### config.mk
export PLATFORM = sky130hd
export DESIGN_NAME = qft_stage_sched
export DESIGN_NICKNAME = d
export VERILOG_FILES = /design/src/rtl/qft_stage_sched.sv
export SDC_FILE = /design/constraint.sdc
export NUM_CORES = 1
export LEC_CHECK = 0
export CORE_UTILIZATION = 46
export CTS_BUF_LIST = sky130_fd_sc_hd__clkbuf_8 sky130_fd_sc_hd__clkbuf_16
export DETAILED_ROUTE_END_ITERATION = 8
export MAX_ROUTING_LAYER = met4
export PLACE_DENSITY = 0.8
export SLEW_MARGIN = 20
export SYNTH_ARGS = -nofsm -noshare
export SYNTH_HDL_FRONTEND = slang
export SYNTH_SLANG_ARGS = --single-unit
export TNS_END_PERCENT = 10
### constraint.sdc
create_clock -name clk -period 3.5 [get_ports clk]
set_input_delay 0.525 -clock clk [delete_from_list [all_inputs] [get_ports clk]]
set_output_delay 0.525 -clock clk [all_outputs]
set_load 0.01 [all_outputs]
### src/rtl/qft_stage_sched.sv
// Butterfly-stage sequencer: issues N/2 read pairs, delays them PIPE_LAT cycles for write-back, pulses done.
// Issue starts on the accepting edge; hold inserts bubbles that travel down the delay line.
// Back-pressure: hold only; start while busy is ignored.
module qft_stage_sched #(
  parameter int LOG2N    = 4,
  parameter int PIPE_LAT = 2
) (
  input  logic             clk,
  input  logic             rst,
  input  logic             start,
  input  logic [LOG2N-1:0] stage,
  input  logic             hold,
  output logic             busy,
  output logic             done,
  output logic             err,
  output logic             rd_en,
  output logic [LOG2N-1:0] rd_addr_a,
  output logic [LOG2N-1:0] rd_addr_b,
  output logic             wr_en,
  output logic [LOG2N-1:0] wr_addr_a,
  output logic [LOG2N-1:0] wr_addr_b
);

  localparam logic [LOG2N-1:0] ONE    = LOG2N'(1);
  localparam logic [LOG2N-1:0] K_LAST = LOG2N'((1 << (LOG2N - 1)) - 1);
  localparam logic [LOG2N-1:0] STAGES = LOG2N'(LOG2N);

  typedef enum logic [1:0] {S_IDLE, S_ISSUE, S_DRAIN, S_DONE} state_t;

  state_t state_q, state_d;
  logic [LOG2N-1:0] k_q, k_d, s_q, s_d;
  logic rd_en_q, rd_en_d, busy_q, busy_d, done_q, done_d, err_q, err_d;
  logic [LOG2N-1:0] rd_a_q, rd_a_d, rd_b_q, rd_b_d;
  logic [PIPE_LAT-1:0] dl_v_q, dl_v_d;
  logic [PIPE_LAT-1:0][LOG2N-1:0] dl_a_q, dl_a_d, dl_b_q, dl_b_d;
  logic [PIPE_LAT:0] pend_v;
  logic pending, issue;
  logic [LOG2N-1:0] sel_k, sel_s, half, lo;

  always_comb begin
    state_d = state_q;
    k_d     = k_q;
    s_d     = s_q;
    rd_en_d = 1'b0;
    rd_a_d  = rd_a_q;
    rd_b_d  = rd_b_q;
    err_d   = 1'b0;
    issue   = 1'b0;
    sel_k   = k_q;

    // Pairs still upstream of the write-back register; the output stage itself is excluded
    // so done lands the cycle after the last wr_en.
    pend_v  = {dl_v_q, rd_en_q};
    pending = |pend_v[PIPE_LAT-1:0];

    case (state_q)
      S_IDLE: begin
        if (start) begin
          if (stage < STAGES) begin
            s_d     = stage;
            issue   = 1'b1;
            sel_k   = '0;
            k_d     = ONE;
            state_d = (K_LAST == '0) ? S_DRAIN : S_ISSUE;
          end else begin
            err_d = 1'b1;
          end
        end
      end
      S_ISSUE: begin
        if (!hold) begin
          issue = 1'b1;
          k_d   = k_q + ONE;
          if (k_q == K_LAST) begin
            k_d     = '0;
            state_d = S_DRAIN;
          end
        end
      end
      S_DRAIN: begin
        if (!pending) state_d = S_DONE;
      end
      default: state_d = S_IDLE;
    endcase

    sel_s = s_d;
    half  = ONE << sel_s;
    lo    = ((sel_k >> sel_s) << (sel_s + ONE)) | (sel_k & (half - ONE));
    if (issue) begin
      rd_en_d = 1'b1;
      rd_a_d  = lo;
      rd_b_d  = lo + half;
    end

    busy_d = (state_d != S_IDLE);
    done_d = (state_d == S_DONE);

    dl_v_d = PIPE_LAT'({dl_v_q, rd_en_q});
    dl_a_d = (PIPE_LAT * LOG2N)'({dl_a_q, rd_a_q});
    dl_b_d = (PIPE_LAT * LOG2N)'({dl_b_q, rd_b_q});
  end

  always_ff @(posedge clk) begin
    if (rst) begin
      state_q <= S_IDLE;
      k_q     <= '0;
      s_q     <= '0;
      rd_en_q <= 1'b0;
      rd_a_q  <= '0;
      rd_b_q  <= '0;
      busy_q  <= 1'b0;
      done_q  <= 1'b0;
      err_q   <= 1'b0;
      dl_v_q  <= '0;
      dl_a_q  <= '0;
      dl_b_q  <= '0;
    end else begin
      state_q <= state_d;
      k_q     <= k_d;
      s_q     <= s_d;
      rd_en_q <= rd_en_d;
      rd_a_q  <= rd_a_d;
      rd_b_q  <= rd_b_d;
      busy_q  <= busy_d;
      done_q  <= done_d;
      err_q   <= err_d;
      dl_v_q  <= dl_v_d;
      dl_a_q  <= dl_a_d;
      dl_b_q  <= dl_b_d;
    end
  end

  assign busy      = busy_q;
  assign done      = done_q;
  assign err       = err_q;
  assign rd_en     = rd_en_q;
  assign rd_addr_a = rd_a_q;
  assign rd_addr_b = rd_b_q;
  assign wr_en     = dl_v_q[PIPE_LAT-1];
  assign wr_addr_a = dl_a_q[PIPE_LAT-1];
  assign wr_addr_b = dl_b_q[PIPE_LAT-1];

endmodule

Word-level counts from Yosys, hierarchy flattened
Index checks and enable logic that the tools add are counted.
W data, S select, Z words.
- memory bits (read-only): 0
- word-level logic and storage cells: 62
- bits in latches: 0
- output and inout port bits: 21
- memories: 0
- memory bits (writable): 0
- input bits: 8
- bits in registers: 40
- multiplexer cells: 23
- shift-type cells: 3
- bitwise gates (word level): 4
- div/mod/pow operators: 0
- reduce and logical (&&, ||, !) cells: 6
- add/sub/neg operators: 4
- multiply operators: 0
- magnitude comparators: 1
- equal/unequal tests: 7
- operator list (operator ; count):
    $mux W4 ; 10
    $mux W2 ; 5
    $add A4 B1 Y4 const B ; 2
    $pmux W4 S2 ; 1
    $ne A2 B2 Y1 const B ; 3
    $pmux W2 S3 ; 1
    $mux W1 ; 5
    $add A4 B4 Y4 ; 1
    $and A4 B4 Y4 ; 1
    $eq A2 B2 Y1 const B ; 2
    $eq A4 B3 Y1 const B ; 1
    $lt A4 B3 Y1 const B ; 1
    $or A4 B4 Y4 ; 1
    $reduce_and A4 Y1 ; 1
    $reduce_bool A2 Y1 ; 2
    $shl A1 B4 Y4 const A ; 1
    $shl A4 B4 Y4 ; 1
    $shr A4 B4 Y4 ; 1
    $sub A4 B1 Y4 const B ; 1
    $reduce_or A3 Y1 ; 1
    $eq A2 B1 Y1 const B ; 1
    $logic_not A2 Y1 ; 1
    $not A1 Y1 ; 2
    $pmux W1 S2 ; 1
    $reduce_or A2 Y1 ; 1

Longest topological paths before layout
Gate-level depths: netlist (run 1).
- depth in word-level cells: 9
- depth in mapped cells: 17
- mapped depth without buffers: 15

Worst setup path before layout (run 1)
No wires, ideal clock.
- kind: input-to-reg
- start: in start
- end: reg rd_b_q[3] (netlist: rd_addr_b[3])
- setup slack: -0.284 ns
- data required time: 3.437 ns
- setup time: 0.063 ns
- arrival: 3.721 ns
- buffers on the path: 1
- stages: 15
- cells stage by stage: or3b_4 nor2_1 clkbuf_1 mux2i_1 inv_1 ha_1 nor3_1 a31oi_1 a211oi_1 ha_1 a21o_2 a21oi_1 or3_1 a2111oi_0 nand3b_1
- longest elaborated chain between the ends: 7
- elaborated cells on any way between the ends: 14
- classes of those cells: 3 x add/sub; 3 x shift; 6 x mux; 2 x bitwise
- ends and longest elaborated chain (item ; line ; RTL):
    start, declared ; 10 ; input logic start,
    parallel branches: the longest is 5 deep, another holds $add A4 B1 Y4 ; -- ;
    $or A4 B4 Y4 * ; 88 ; lo = ((sel_k >> sel_s) << (sel_s + ONE)) | (sel_k & (half - ONE));
    named net lo[0] ; 38 ; logic [LOG2N-1:0] sel_k, sel_s, half, lo;
    $add A4 B4 Y4 * ; 92 ; rd_b_d = lo + half;
    end signal, assigned ; 123 ; rd_b_q <= rd_b_d;
    end, declared ; 33 ; logic [LOG2N-1:0] rd_a_q, rd_a_d, rd_b_q, rd_b_d;
Mark *: on every way through the listed nets, which the timed path passes.
A chain may end at the register's enable or synchronous reset.

Worst setup path in the final report (run 1)
- start: reg state_q[0]
- end: reg rd_b_q[3] (netlist: rd_addr_b[3])
- longest elaborated chain between the ends: 7
- elaborated cells on any way between the ends: 13
- classes of those cells: 3 x add/sub; 1 x eq/ne; 3 x shift; 3 x mux; 2 x bitwise; 1 x reduce/logical
- ends and longest elaborated chain (item ; line ; RTL):
    start, declared ; 30 ; state_t state_q, state_d;
    start signal, assigned ; 118 ; state_q <= state_d;
    $logic_not A2 Y1 * ; 56 ; case (state_q)
    parallel branches: the longest is 4 deep, another holds $add A4 B1 Y4 ; -- ;
    $or A4 B4 Y4 * ; 88 ;
    named net lo[1] ; 38 ;
    $add A4 B4 Y4 * ; 92 ;
Marks and branches as above.

==> results of run 1 <==
-- power by group through the flow --
stage | Clock (mW) | Combinational, mW | Sequential (mW)
after floorplan | 0 | 0.0676 | 0.483
after global placement | 0 | 0.112 | 0.483
after detailed placement | 0 | 0.112 | 0.483
after CTS | 0.367 | 0.128 | 0.473
after global routing | 0.389 | 0.155 | 0.474
final | 0.365 | 0.144 | 0.473
-- layout make-up --
cell class	count	area, µm²
Fill cell	288	1150
Sequential cell	40	801
Inverter	6	22.5
Timing Repair Buffer	66	566
Multi-Input combinational cell	133	986
Tap cell	48	60.1
Clock buffer	5	68.8
Clock inverter	3	38.8
-- repair_timing --
action                                  4_1_cts  5_1_grt
buffers inserted                              8        5
endpoints found under the setup margin        1        1
pin swaps                                    11       15
gates resized for setup                      13       16
-- registers in the layout, summed over array words and instances, names as in the netlist --
name,cells
busy,1
dl_a_d,4
dl_b_d,4
dl_v_q,2
done,1
err,1
k_q,4
rd_addr_a,4
rd_addr_b,4
rd_en,1
s_q,4
state_q,2
wr_addr_a,4
wr_addr_b,4
-- worst paths after layout --
path | startpoint | endpoint | slack, ns
max | state_q[0]$_SDFF_PP0_ | rd_addr_b[3]$_SDFFE_PP0P_ | 0.04
min | dl_a_d[7]$_SDFF_PP0_ | wr_addr_a[3]$_SDFF_PP0_ | 0.44
max reg2reg | state_q[0]$_SDFF_PP0_ | rd_addr_b[3]$_SDFFE_PP0P_ | 0.04
min reg2reg | dl_a_d[7]$_SDFF_PP0_ | wr_addr_a[3]$_SDFF_PP0_ | 0.44
-- synthesized netlist by cell type (2+ instances only) --
cell type	instances
o21ai_0	6
ha_1	6
or3_1	3
dfxtp_1	40
nor2_1	12
a22oi_1	3
a21oi_1	10
nor2b_1	20
buf_4	9
clkbuf_2	2
nor3_1	4
o22ai_1	2
clkbuf_1	6
a41oi_1	2
o22a_1	2
nand3_1	4
and2_1	4
a211oi_1	3
nor3b_1	4
nand2_1	21
xnor2_1	2
inv_1	6
or2_2	2
-- cells by family after synthesis --
group | count (synthesis) | synth area share, %
simple gates | 84 | 25.5
flops | 40 | 44.9
compound gates | 37 | 14.0
buf+inv | 24 | 7.51
fa+ha+maj | 7 | 5.33
xor+xnor | 3 | 1.47
mux | 2 | 1.19
-- metrics by stage --
step | hold WS, ns | setup TNS [ns] | setup slack [ns] | utilization, % | cell area, µm²
final | 0.442 | 0 | 0.0371 | 68.9 | 2540
after CTS | 0.444 | 0 | 0.0128 | 66.1 | 2440
after floorplan | 0.411 | 0 | 0.0178 | - | 1820
after global routing | 0.459 | -0.110 | -0.110 | 68.9 | 2540
after detailed placement | 0.428 | -1.07 | -0.582 | 60.4 | 2230
after global placement | 0.417 | -1.06 | -0.575 | 60.4 | 2230
-- critical path, delay by kind of cell (launching register included) --
kind            cells  cell delay [ns]
simple gates        6             1.10
compound gates      5             1.02
fa+ha+maj           2             0.48
flops               1             0.32
mux                 1             0.26
buf+inv             2             0.22
-- metal layers --
metal	GRT usage (%)	vias to the layer above
li1	-	777
met1	24.4	736
met2	35.4	54
met3	4.46	11
met4	6.94	0
met5	-	-
==> results by group, run 1 <==
Status
  – Status: finished, final reports clean

Synth
  – Cell count after synthesis: 197
  – Most used DFF post-synth: dfxtp_1
  – Post-synthesis sequential area ratio: 44.9%
  – Post-synth EDFFs: 0
  – Synth top area cells: dfxtp_1 45%, nor2b_1 7.0%, nand2_1 4.4%
  – Cell variety after synth: 47
  – Top-area cell type share of the netlist area: 44.9%
  – FF+latch count, synth: 40
  – Syn Area/Cell: 9.05 µm²
  – Syn_nets: 212
  – Syn Std Cell Area: 1780 µm²
  – Asr flop ratio synth: 0%
  – Synth area leader: dfxtp_1
  – Synth Warn #: 0

Min path
  – HP Class: flip-flop to flip-flop
  – Hold path cells: 1

Clock network
  – TritonCTS Sinks: 40
  – CTS root buf: clkbuf_8
  – H-tree depth: 2
  – Num CTS Buffers: 5
  – Cts-stage hold buffer count: 0
  – Worst-Skew Late Latency: 0.30 ns
  – Clk slew on worst S/H paths: 0.08 ns
  – CTS tree: yes
  – Clk buf depth: 2

Final layout
  – Fin cells: 301
  – Most common cell after layout, fill and taps aside: dfxtp_1
  – Ant. Diodes: 0
  – Area Overhead vs Synth: 42.6%
  – Fin nets: 267
  – Highest-count cells in the layout ignoring fill and taps: 40 x dfxtp_1, 38 x buf_4, 25 x clkdlybuf4s50_1
  – Layout cells sized above 1: 29.2%

Floorplanning
  – Top Ports: 29
  – Core ar.: 3690 µm²
  – Starting density of the core: 48.3%
  – Die area: 4130 µm²
  – Cell row count: 22
  – Die X-Extent: 64.3 µm
  – Die height: 64.3 µm

Global routing
  – Vias in the first global route: 1,488
  – Largest net degree at the start of global routing: 26
  – Gr usage total: 20.9%
  – First-pass GRT wire length: 6.53 mm
  – Antenna violations before repair: 0
  – Total grt overflow: 0

Critical path
  – Required @ worst endpoint: 3.73 ns
  – CP Cell Sequence: or3b_4, nor2_4, mux2i_2, inv_2, ha_4, nor3_4, buf_4, nand2_2, o22ai_2, and2_4, ha_1, a21o_2, a21oi_2, o21ai_1, a2111oi_4, nand3b_1
  – Type of origin of the critical path: flip-flop
  – Worst EP arrival: 3.69 ns
  – R2R cell count: 16
  – CP max FO: 3
  – Critical Path End Type: flip-flop
  – Path type of the worst setup path: flip-flop to flip-flop
  – CP max stage delay: 0.42 ns
  – Slowest CP cell: or3b_4

Run
  – MaxCap Viol Count: 0

Placement
  – Post-DP HPWL: 2.56 mm
  – PortBufs: 28
  – GP Congestion: 0.854
  – Inst Count DP: 280

Routing
  – Routed WL: 4.22 mm
  – Routed wl met3: 207 µm
  – Via count: 1,578
  – Routed wl met2: 2.08 mm
  – DRT met1 WL: 1.86 mm
  – DRC errors left: 0
  – Antenna violation net count after detailed routing: 0
  – Highest layer used for signal routing: met4
  – DR vias/cell: 5.24
  – Drt initial violations: 105
  – Wire length per cell: 14.0 µm
  – Drt pass-1 iters: 4

Timing
  – Fmax achieved: 289 MHz
  – Slew margin rel.: 45.2%
  – Setup Viol. Count Final: 0
  – Worst-Margin Slew: 0.811 ns
  – Final Hold Viols: 0
  – Final period util: 98.9%
  – Pins over their slew limit: 0
  – Post-layout min period: 3.46 ns
  – Fin Clk Skew: 0.0126 ns

Power
  – Clk pwr share: 37.2%
  – PnR Total Power: 0.982 mW
  – Gate power share: 14.7%
  – Int Pwr: 0.752 mW
  – Sw Share: 23.4%
  – Share of power burned in registers: 48.2%
  – Psw: 0.230 mW
  – P_leak: 1.04 nW
  – Pwr dens: 386 nW/µm²
  – Maximum VDD drop: 0.197 mV
Power figures use the tool's default switching activity.
==> run 2, diff against run 1 <==
--- a/config.mk
+++ b/config.mk
@@ -10,6 +10,7 @@
 export DETAILED_ROUTE_END_ITERATION = 8
 export MAX_ROUTING_LAYER = met4
 export PLACE_DENSITY = 0.8
+export SKIP_LAST_GASP = 1
 export SLEW_MARGIN = 20
 export SYNTH_ARGS = -nofsm -noshare
 export SYNTH_HDL_FRONTEND = slang
==> results of run 2 <==
Final layout, timing and power as in run 1 (identical DEF).
